[config.mk]
export PLATFORM = sky130hd
export DESIGN_NAME = instruction_fetch_unit_flat
export DESIGN_NICKNAME = d
export VERILOG_FILES = /design/src/rtl/fetch_pkg.sv /design/src/rtl/instruction_fetch_unit_if.sv /design/src/rtl/fetch_queue.sv /design/src/rtl/instruction_fetch_unit.sv /design/src/flat_wrapper.sv
export SDC_FILE = /design/constraint.sdc
export NUM_CORES = 1
export LEC_CHECK = 0
export ABC_AREA = 0
export BUFFER_PORTS_ARGS = -buffer_cell sky130_fd_sc_hd__buf_2
export CAP_MARGIN = 20
export CORE_ASPECT_RATIO = 2
export CORE_MARGIN = 2
export CORE_UTILIZATION = 48
export DETAILED_ROUTE_END_ITERATION = 7
export HOLD_SLACK_MARGIN = 0.05
export PLACE_DENSITY = 0.73
export RECOVER_POWER = 50
export SLEW_MARGIN = 25
export SYNTH_ARGS = -nofsm -noshare
export SYNTH_HDL_FRONTEND = slang
export SYNTH_SLANG_ARGS = --single-unit
[constraint.sdc]
create_clock -name Clk -period 5.35 [get_ports Clk]
set_input_delay 0.2675 -clock Clk [delete_from_list [all_inputs] [get_ports Clk]]
set_output_delay 0.2675 -clock Clk [all_outputs]
set_load 0.01 [all_outputs]
[src/rtl/fetch_pkg.sv]
// Shared types and constants for the instruction fetch front end.
// Optional bounds checking is enabled with the FETCH_BOUNDS_CHECK_EN macro.
package fetch_pkg;

  localparam logic [31:0] NOP_INSTR = 32'h0000_0000;

  typedef enum logic {
    S_RUN  = 1'b0,
    S_KILL = 1'b1
  } fetch_state_t;

  typedef struct packed {
    logic [31:0] pc;
    logic [31:0] instr;
    logic        fault;
  } fetch_entry_t;

  function automatic logic [31:0] word_align(input logic [31:0] byte_pc);
    return {byte_pc[31:2], 2'b00};
  endfunction

endpackage

[src/rtl/instruction_fetch_unit_if.sv]
// Memory, redirect and decode-side signals of the fetch unit.
// The master modport is the fetch unit; slave is memory plus decode.
interface instruction_fetch_unit_if;
  logic [31:0] Address;
  logic [31:0] Instruction;
  logic        Redirect;
  logic [31:0] RedirectPC;
  logic        InstrValid;
  logic        InstrReady;
  logic [31:0] InstrOut;
  logic [31:0] InstrPC;
  logic        InstrFault;

  modport master (
    output Address,
    input  Instruction,
    input  Redirect,
    input  RedirectPC,
    output InstrValid,
    input  InstrReady,
    output InstrOut,
    output InstrPC,
    output InstrFault
  );

  modport slave (
    input  Address,
    output Instruction,
    output Redirect,
    output RedirectPC,
    input  InstrValid,
    output InstrReady,
    input  InstrOut,
    input  InstrPC,
    input  InstrFault
  );
endinterface

[src/rtl/fetch_queue.sv]
// Synchronous prefetch FIFO of fetch entries with flush; head is the oldest entry.
module fetch_queue
  import fetch_pkg::*;
#(
  parameter int DEPTH = 2
) (
  input  logic                   clk,
  input  logic                   rst,
  input  logic                   push,
  input  logic                   pop,
  input  logic                   flush,
  input  fetch_entry_t           din,
  output logic [$clog2(DEPTH):0] count,
  output fetch_entry_t           head
);

  localparam int AW = $clog2(DEPTH);

  fetch_entry_t        mem_r [DEPTH];
  logic [AW-1:0]       rd_ptr_r;
  logic [AW-1:0]       wr_ptr_r;
  logic [AW:0]         count_r;

  // Storage, pointers and occupancy; flush wins over push/pop.
  always_ff @(posedge clk or posedge rst) begin
    if (rst) begin
      rd_ptr_r <= '0;
      wr_ptr_r <= '0;
      count_r  <= '0;
      for (int i = 0; i < DEPTH; i++) begin
        mem_r[i] <= '0;
      end
    end else if (flush) begin
      rd_ptr_r <= '0;
      wr_ptr_r <= '0;
      count_r  <= '0;
    end else begin
      if (push) begin
        mem_r[wr_ptr_r] <= din;
        wr_ptr_r        <= wr_ptr_r + AW'(1);
      end
      if (pop) begin
        rd_ptr_r <= rd_ptr_r + AW'(1);
      end
      count_r <= count_r + {{AW{1'b0}}, push} - {{AW{1'b0}}, pop};
    end
  end

  assign count = count_r;
  assign head  = mem_r[rd_ptr_r];

endmodule

[src/rtl/instruction_fetch_unit.sv]
// Pipeline front end: owns the PC, issues word fetches and queues {PC, instr} for decode.
// Define FETCH_BOUNDS_CHECK_EN to flag fetches beyond IMEM_DEPTH words and replace them with NOP.
module instruction_fetch_unit
  import fetch_pkg::*;
#(
  parameter logic [31:0] RESET_PC    = 32'h0000_0000,
  parameter int          QUEUE_DEPTH = 2,
  parameter int          IMEM_DEPTH  = 256
) (
  input  logic                     Clk,
  input  logic                     Rst,
  instruction_fetch_unit_if.master bus
);

  localparam int CW = $clog2(QUEUE_DEPTH) + 1;

  logic [31:0]   fetch_pc_r;
  logic          inflight_r;
  logic [31:0]   inflight_pc_r;
  fetch_state_t  state_r;
  fetch_state_t  state_s;

  logic [CW-1:0] q_count;
  fetch_entry_t  q_head;
  fetch_entry_t  q_din_s;
  logic          valid_s;
  logic          pop_s;
  logic          push_s;
  logic          kill_s;
  logic          issue_s;
  logic [CW:0]   occupancy_s;
  logic [31:0]   cap_instr_s;
  logic          cap_fault_s;

  assign valid_s     = (q_count != '0);
  assign pop_s       = valid_s & bus.InstrReady & ~bus.Redirect;
  assign kill_s      = bus.Redirect | (state_r == S_KILL);
  assign push_s      = inflight_r & ~kill_s;
  // Entries already queued or in flight, less the one leaving this cycle.
  assign occupancy_s = {1'b0, q_count} + {{CW{1'b0}}, inflight_r} - {{CW{1'b0}}, pop_s};
  assign issue_s     = (state_r == S_RUN) & ~bus.Redirect & (occupancy_s < (CW+1)'(QUEUE_DEPTH));

`ifdef FETCH_BOUNDS_CHECK_EN
  logic inflight_fault_r;
  logic issue_fault_s;

  assign issue_fault_s = ({2'b00, fetch_pc_r[31:2]} >= 32'(IMEM_DEPTH));
  assign cap_fault_s   = inflight_fault_r;
  assign cap_instr_s   = inflight_fault_r ? NOP_INSTR : bus.Instruction;

  // Fault tag travels with the outstanding request.
  always_ff @(posedge Clk or posedge Rst) begin
    if (Rst) begin
      inflight_fault_r <= 1'b0;
    end else if (issue_s) begin
      inflight_fault_r <= issue_fault_s;
    end else begin
      inflight_fault_r <= inflight_fault_r;
    end
  end
`else
  logic unused_imem_s;

  assign unused_imem_s = (IMEM_DEPTH > 0);
  assign cap_fault_s   = 1'b0;
  assign cap_instr_s   = bus.Instruction;
`endif

  // Entry captured from the memory response.
  always_comb begin
    q_din_s       = '0;
    q_din_s.pc    = inflight_pc_r;
    q_din_s.instr = cap_instr_s;
    q_din_s.fault = cap_fault_s;
  end

  // Next state: a redirect with a response outstanding (or mid-kill) enters S_KILL.
  always_comb begin
    state_s = state_r;
    case (state_r)
      S_RUN: begin
        if (bus.Redirect && inflight_r) begin
          state_s = S_KILL;
        end else begin
          state_s = S_RUN;
        end
      end
      S_KILL: begin
        if (bus.Redirect) begin
          state_s = S_KILL;
        end else begin
          state_s = S_RUN;
        end
      end
      default: state_s = S_RUN;
    endcase
  end

  // PC, outstanding request and FSM state registers.
  always_ff @(posedge Clk or posedge Rst) begin
    if (Rst) begin
      fetch_pc_r    <= RESET_PC;
      inflight_r    <= 1'b0;
      inflight_pc_r <= 32'h0000_0000;
      state_r       <= S_RUN;
    end else begin
      state_r    <= state_s;
      inflight_r <= issue_s;
      if (bus.Redirect) begin
        fetch_pc_r <= word_align(bus.RedirectPC);
      end else if (issue_s) begin
        fetch_pc_r    <= fetch_pc_r + 32'd4;
        inflight_pc_r <= fetch_pc_r;
      end
    end
  end

  fetch_queue #(
    .DEPTH (QUEUE_DEPTH)
  ) u_queue (
    .clk   (Clk),
    .rst   (Rst),
    .push  (push_s),
    .pop   (pop_s),
    .flush (bus.Redirect),
    .din   (q_din_s),
    .count (q_count),
    .head  (q_head)
  );

  assign bus.Address    = {2'b00, fetch_pc_r[31:2]};
  assign bus.InstrValid = valid_s;
  assign bus.InstrOut   = valid_s ? q_head.instr : 32'h0000_0000;
  assign bus.InstrPC    = valid_s ? q_head.pc    : 32'h0000_0000;
  assign bus.InstrFault = valid_s ? q_head.fault : 1'b0;

endmodule

[src/flat_wrapper.sv]
// flat-port wrapper written by rule: the top's interface ports become plain ports
module instruction_fetch_unit_flat import fetch_pkg::*;
#(
  parameter logic [31:0] RESET_PC    = 32'h0000_0000,
  parameter int          QUEUE_DEPTH = 2,
  parameter int          IMEM_DEPTH  = 256
)
  (Clk, Rst, bus_Address, bus_Instruction, bus_Redirect, bus_RedirectPC, bus_InstrValid, bus_InstrReady, bus_InstrOut, bus_InstrPC, bus_InstrFault);
  instruction_fetch_unit_if bus_i ();
  input  logic Clk;
  input  logic Rst;
  output wire logic [$bits(bus_i.Address)-1:0] bus_Address;
  input wire logic [$bits(bus_i.Instruction)-1:0] bus_Instruction;
  input wire logic [$bits(bus_i.Redirect)-1:0] bus_Redirect;
  input wire logic [$bits(bus_i.RedirectPC)-1:0] bus_RedirectPC;
  output wire logic [$bits(bus_i.InstrValid)-1:0] bus_InstrValid;
  input wire logic [$bits(bus_i.InstrReady)-1:0] bus_InstrReady;
  output wire logic [$bits(bus_i.InstrOut)-1:0] bus_InstrOut;
  output wire logic [$bits(bus_i.InstrPC)-1:0] bus_InstrPC;
  output wire logic [$bits(bus_i.InstrFault)-1:0] bus_InstrFault;
  assign bus_Address = bus_i.Address;
  assign bus_i.Instruction = bus_Instruction;
  assign bus_i.Redirect = bus_Redirect;
  assign bus_i.RedirectPC = bus_RedirectPC;
  assign bus_InstrValid = bus_i.InstrValid;
  assign bus_i.InstrReady = bus_InstrReady;
  assign bus_InstrOut = bus_i.InstrOut;
  assign bus_InstrPC = bus_i.InstrPC;
  assign bus_InstrFault = bus_i.InstrFault;
  instruction_fetch_unit #(.RESET_PC(RESET_PC), .QUEUE_DEPTH(QUEUE_DEPTH), .IMEM_DEPTH(IMEM_DEPTH)) u_core (.Clk(Clk), .Rst(Rst), .bus(bus_i));
endmodule
==> impl_metrics.json <==
{
  "power.leakage_nw": 4.78,
  "powerDensity_nw_per_um2": 558,
  "cts_tree": "yes",
  "nNetsFinal": 1000,
  "track_usage_pct": 21.9,
  "wire_per_inst_um": 17.9,
  "ys.flop_type": "dfrtp_1",
  "ctsResizeCount": 0,
  "finalHoldViolCount": 0,
  "drive_above_1_share_pct": 32.0,
  "crit_fanout": 29,
  "drt-initial-drc-count": 274,
  "status": "finished, violations left",
  "grt_pass1_vias": 6565,
  "synth_cells": 782,
  "cts_max_level": 4,
  "ctsHoldBuffers": 5,
  "cts_buffers": 17,
  "drt-vias-per-instance": 5.55,
  "fin_total_pwr_w": 0.00578,
  "irDropWorstVdd_v": 0.000393,
  "slew_viol_final": 104,
  "reg2reg_from": "u_core.u_queue.count[1]$_DFF_PP0_",
  "start_util_pct": 48.6,
  "fin_crit_sh_pct": 73.1,
  "ys_async_sr_fraction_pct": 100,
  "violations": "capacitance limit, slew limit",
  "syn-cell-area_um2": 8810,
  "io_buffers": 158,
  "ys_types": 46,
  "clk-insertion-delay-late_ns": 0.43,
  "ys_warn_count": 0,
  "yosysSeqAreaShare_pct": 53.9,
  "ys_ff_latch": 190,
  "r2r_cells": 13,
  "hp-class": "input pin to flop",
  "cts_root_buf": "clkbuf_16",
  "syn_area_per_cell_um2": 11.3,
  "critPathLaunchType": "flop",
  "rsz0062_at_grt": "false",
  "reg2reg_slack_ns": 1.44,
  "hold_depth": 3,
  "coreArea_um2": 18100,
  "vias": 6421,
  "drv_cap": 2,
  "diodes": 0,
  "die_area_um2": 19500,
  "globalplace.congestion": 0.879,
  "crit_path_max_incr_delay_ns": 0.82,
  "drcViolationCount": 0,
  "cp-end-kind": "flop",
  "wirelength_um": 20700,
  "rows": 70,
  "dp_hpwl_um": 13500,
  "crit_path_frequent_cell": "nor2_1",
  "post_cts_buffers": 0,
  "dr.pass1.iters": 4,
  "cp.arrival_ns": 4.22,
  "cts.sinks": 190,
  "grt_max_degree": 191,
  "cp.required_ns": 5.66,
  "critPathSlowestCell": "nor2_1",
  "fin_tns_setup_ns": 0,
  "ant_nets": 0,
  "critPathLaunch": "u_core.u_queue.count[1]$_DFF_PP0_",
  "synth_edf_count": 0,
  "fin_crit_ns": 3.91,
  "gr-total-overflow": 0,
  "critPathKind": "flop to flop",
  "clock_skew_ns": 0.0106,
  "fp.dieW_um": 99.8,
  "setup_viol": 0,
  "fillCellCount": 1633,
  "max_freq_ghz": 0.256,
  "holdPathEnd": "u_core.fetch_pc_r[15]$_DFFE_PP0P_",
  "die_h_um": 196,
  "whs_ns": 0.0641,
  "worstReg2RegEnd": "u_core.fetch_pc_r[22]$_DFFE_PP0P_",
  "worstHoldStart": "bus_RedirectPC[15]",
  "path_cells": "nor2_4 > inv_1 > nand2_1 > nor2_1 > ha_1 > nand2b_1 > fa_1 > xor2_1 > or3_2 > clkinv_2 > nor2_1 > o21ai_0 > o311ai_0",
  "grt_pass1_wl_um": 33600,
  "path_clk_slew_ns": 0.07,
  "relSlewSlack_pct": -113,
  "worstMarginPinSlew_ns": 3.19,
  "syn_to_final_growth_pct": 17.7,
  "clockBufferDepth": 2,
  "pin_count": 166,
  "antenna_found_initial": 0
}
cells in the mapped netlist, types with 5 or more instances:
cell type	count	area, um^2
buf_4	5	37.5
buf_2	19	95.1
inv_1	7	26.3
xor2_1	7	61.3
buf_1	6	22.5
mux2i_1	63	631
nor2_1	83	312
nand2_1	130	488
o21ai_0	15	75.1
nand4_1	10	62.6
a31oi_1	6	37.5
dfrtp_1	190	4750
and3_1	5	31.3
a21oi_1	7	35.0
mux2_2	124	1400
clkbuf_1	19	71.3
a221o_1	5	50.1
nand3_1	18	90.1
o311ai_0	14	123
worst max-delay path, delay by kind of cell, from the launching register on:
| family | cells | cell delay (ns) |
|---|---|---|
| fa+ha+maj | 2 | 0.61 |
| buf+inv | 2 | 0.46 |
| xor+xnor | 1 | 0.40 |
| compound gates | 2 | 0.33 |
| simple gates | 6 | 1.49 |
| flops | 1 | 0.49 |
placed cells by master, fill, tap and decap left out, types with 3 or more instances in the layout:
cell type,synthesis,routed
dfrtp_1,190,189
nand2_1,130,130
buf_2,19,125
mux2_2,124,124
nor2_1,83,81
mux2i_1,63,63
clkbuf_1,19,36
nand3_1,18,18
clkbuf_16,0,17
o21ai_0,15,15
o311ai_0,14,14
nand4_1,10,10
a21oi_1,7,7
xor2_1,7,7
a31oi_1,6,6
inv_1,7,6
dlygate4sd3_1,0,6
buf_4,5,6
a221o_1,5,5
and3_1,5,5
clkinvlp_4,0,5
conb_1,1,5
nor3_2,4,4
nor4_1,4,4
ha_1,4,4
o211ai_1,3,3
nand2b_1,3,3
and2_1,3,3
o221ai_1,3,3
xnor2_1,3,3
clkbuf_8,0,3
registers in the layout, summed over array words and instances, names as in the netlist:
| name | flops |
|---|---|
| u_core.fetch_pc_r | 30 |
| u_core.inflight_pc_r | 30 |
| u_core.inflight_r | 1 |
| u_core.state_r | 1 |
| u_core.u_queue.count | 2 |
| u_core.u_queue.mem_r | 124 |
| u_core.u_queue.rd_ptr_r | 1 |
| u_core.u_queue.wr_ptr_r | 1 |
area by class of cell:
type,count,area (um^2),share of cell area [%]
clock inverter,11,133,1.28
clock buffer,21,470,4.54
multi-input combinational,537,3820,36.8
sequential,190,4760,45.9
inverter,8,35.0,0.338
tap,216,270,2.61
timing repair buffer,173,890,8.58
power breakdown:
group | internal (W) | switching [W] | leakage, nW
registers | 0.00204 | 0.000487 | 2.37
logic | 0.000932 | 0.00103 | 2.12
clock network | 0.000732 | 0.000559 | 0.284
cells by family (layout without fill, tap and decap cells):
logic type	after synthesis	in the layout	share of synthesized area (%)
and+or+nand+nor	272	272	13.4
DFF	190	190	53.9
muxes	187	187	23.0
buffers and inverters	59	213	3.11
AOI/OAI and AO/OA	58	58	4.67
xor gates and xnor gates	10	10	0.994
adders and majority gates	5	5	0.795
other	1	5	0.0425
metrics by stage:
| step | instances | utilization, % | instance area, um^2 | setup WS [ns] |
|---|---|---|---|---|
| 2_1_floorplan | 786 | - | 8830 | 1.98 |
| 3_5_place_dp | 1117 | 53.7 | 9740 | 1.41 |
| 4_1_cts | 1154 | 57.3 | 10400 | 1.42 |
| 5_1_grt | 1156 | 57.2 | 10400 | 0.729 |
| 6_report | 1156 | 57.2 | 10400 | 1.44 |
| 3_3_place_gp | 1117 | 53.7 | 9740 | 1.46 |
worst max-delay path by stage:
| stage | endpoint | slack (ns) |
|---|---|---|
| after floorplan | u_core.fetch_pc_r[15]$_DFFE_PP0P_ | 1.98 |
| after global placement | u_core.fetch_pc_r[18]$_DFFE_PP0P_ | 1.46 |
| after detailed placement | u_core.fetch_pc_r[22]$_DFFE_PP0P_ | 1.41 |
| after CTS | u_core.fetch_pc_r[22]$_DFFE_PP0P_ | 1.42 |
| after global routing | u_core.u_queue.rd_ptr_r$_DFFE_PP0P_ | 0.73 |
| final | u_core.fetch_pc_r[22]$_DFFE_PP0P_ | 1.44 |
routing by layer:
metal | global-route usage (%) | up-vias | routed length, um | part of all wire [%]
met5 | 0 | - | 0 | 0
met4 | 10.2 | 0 | 618 | 3.0
met3 | 3.01 | 36 | 712 | 3.4
met2 | 37.7 | 182 | 11100 | 54
met1 | 26.7 | 3204 | 8290 | 40
li1 | - | 2999 | - | -
No activity file was read; power rests on OpenSTA's default activity.
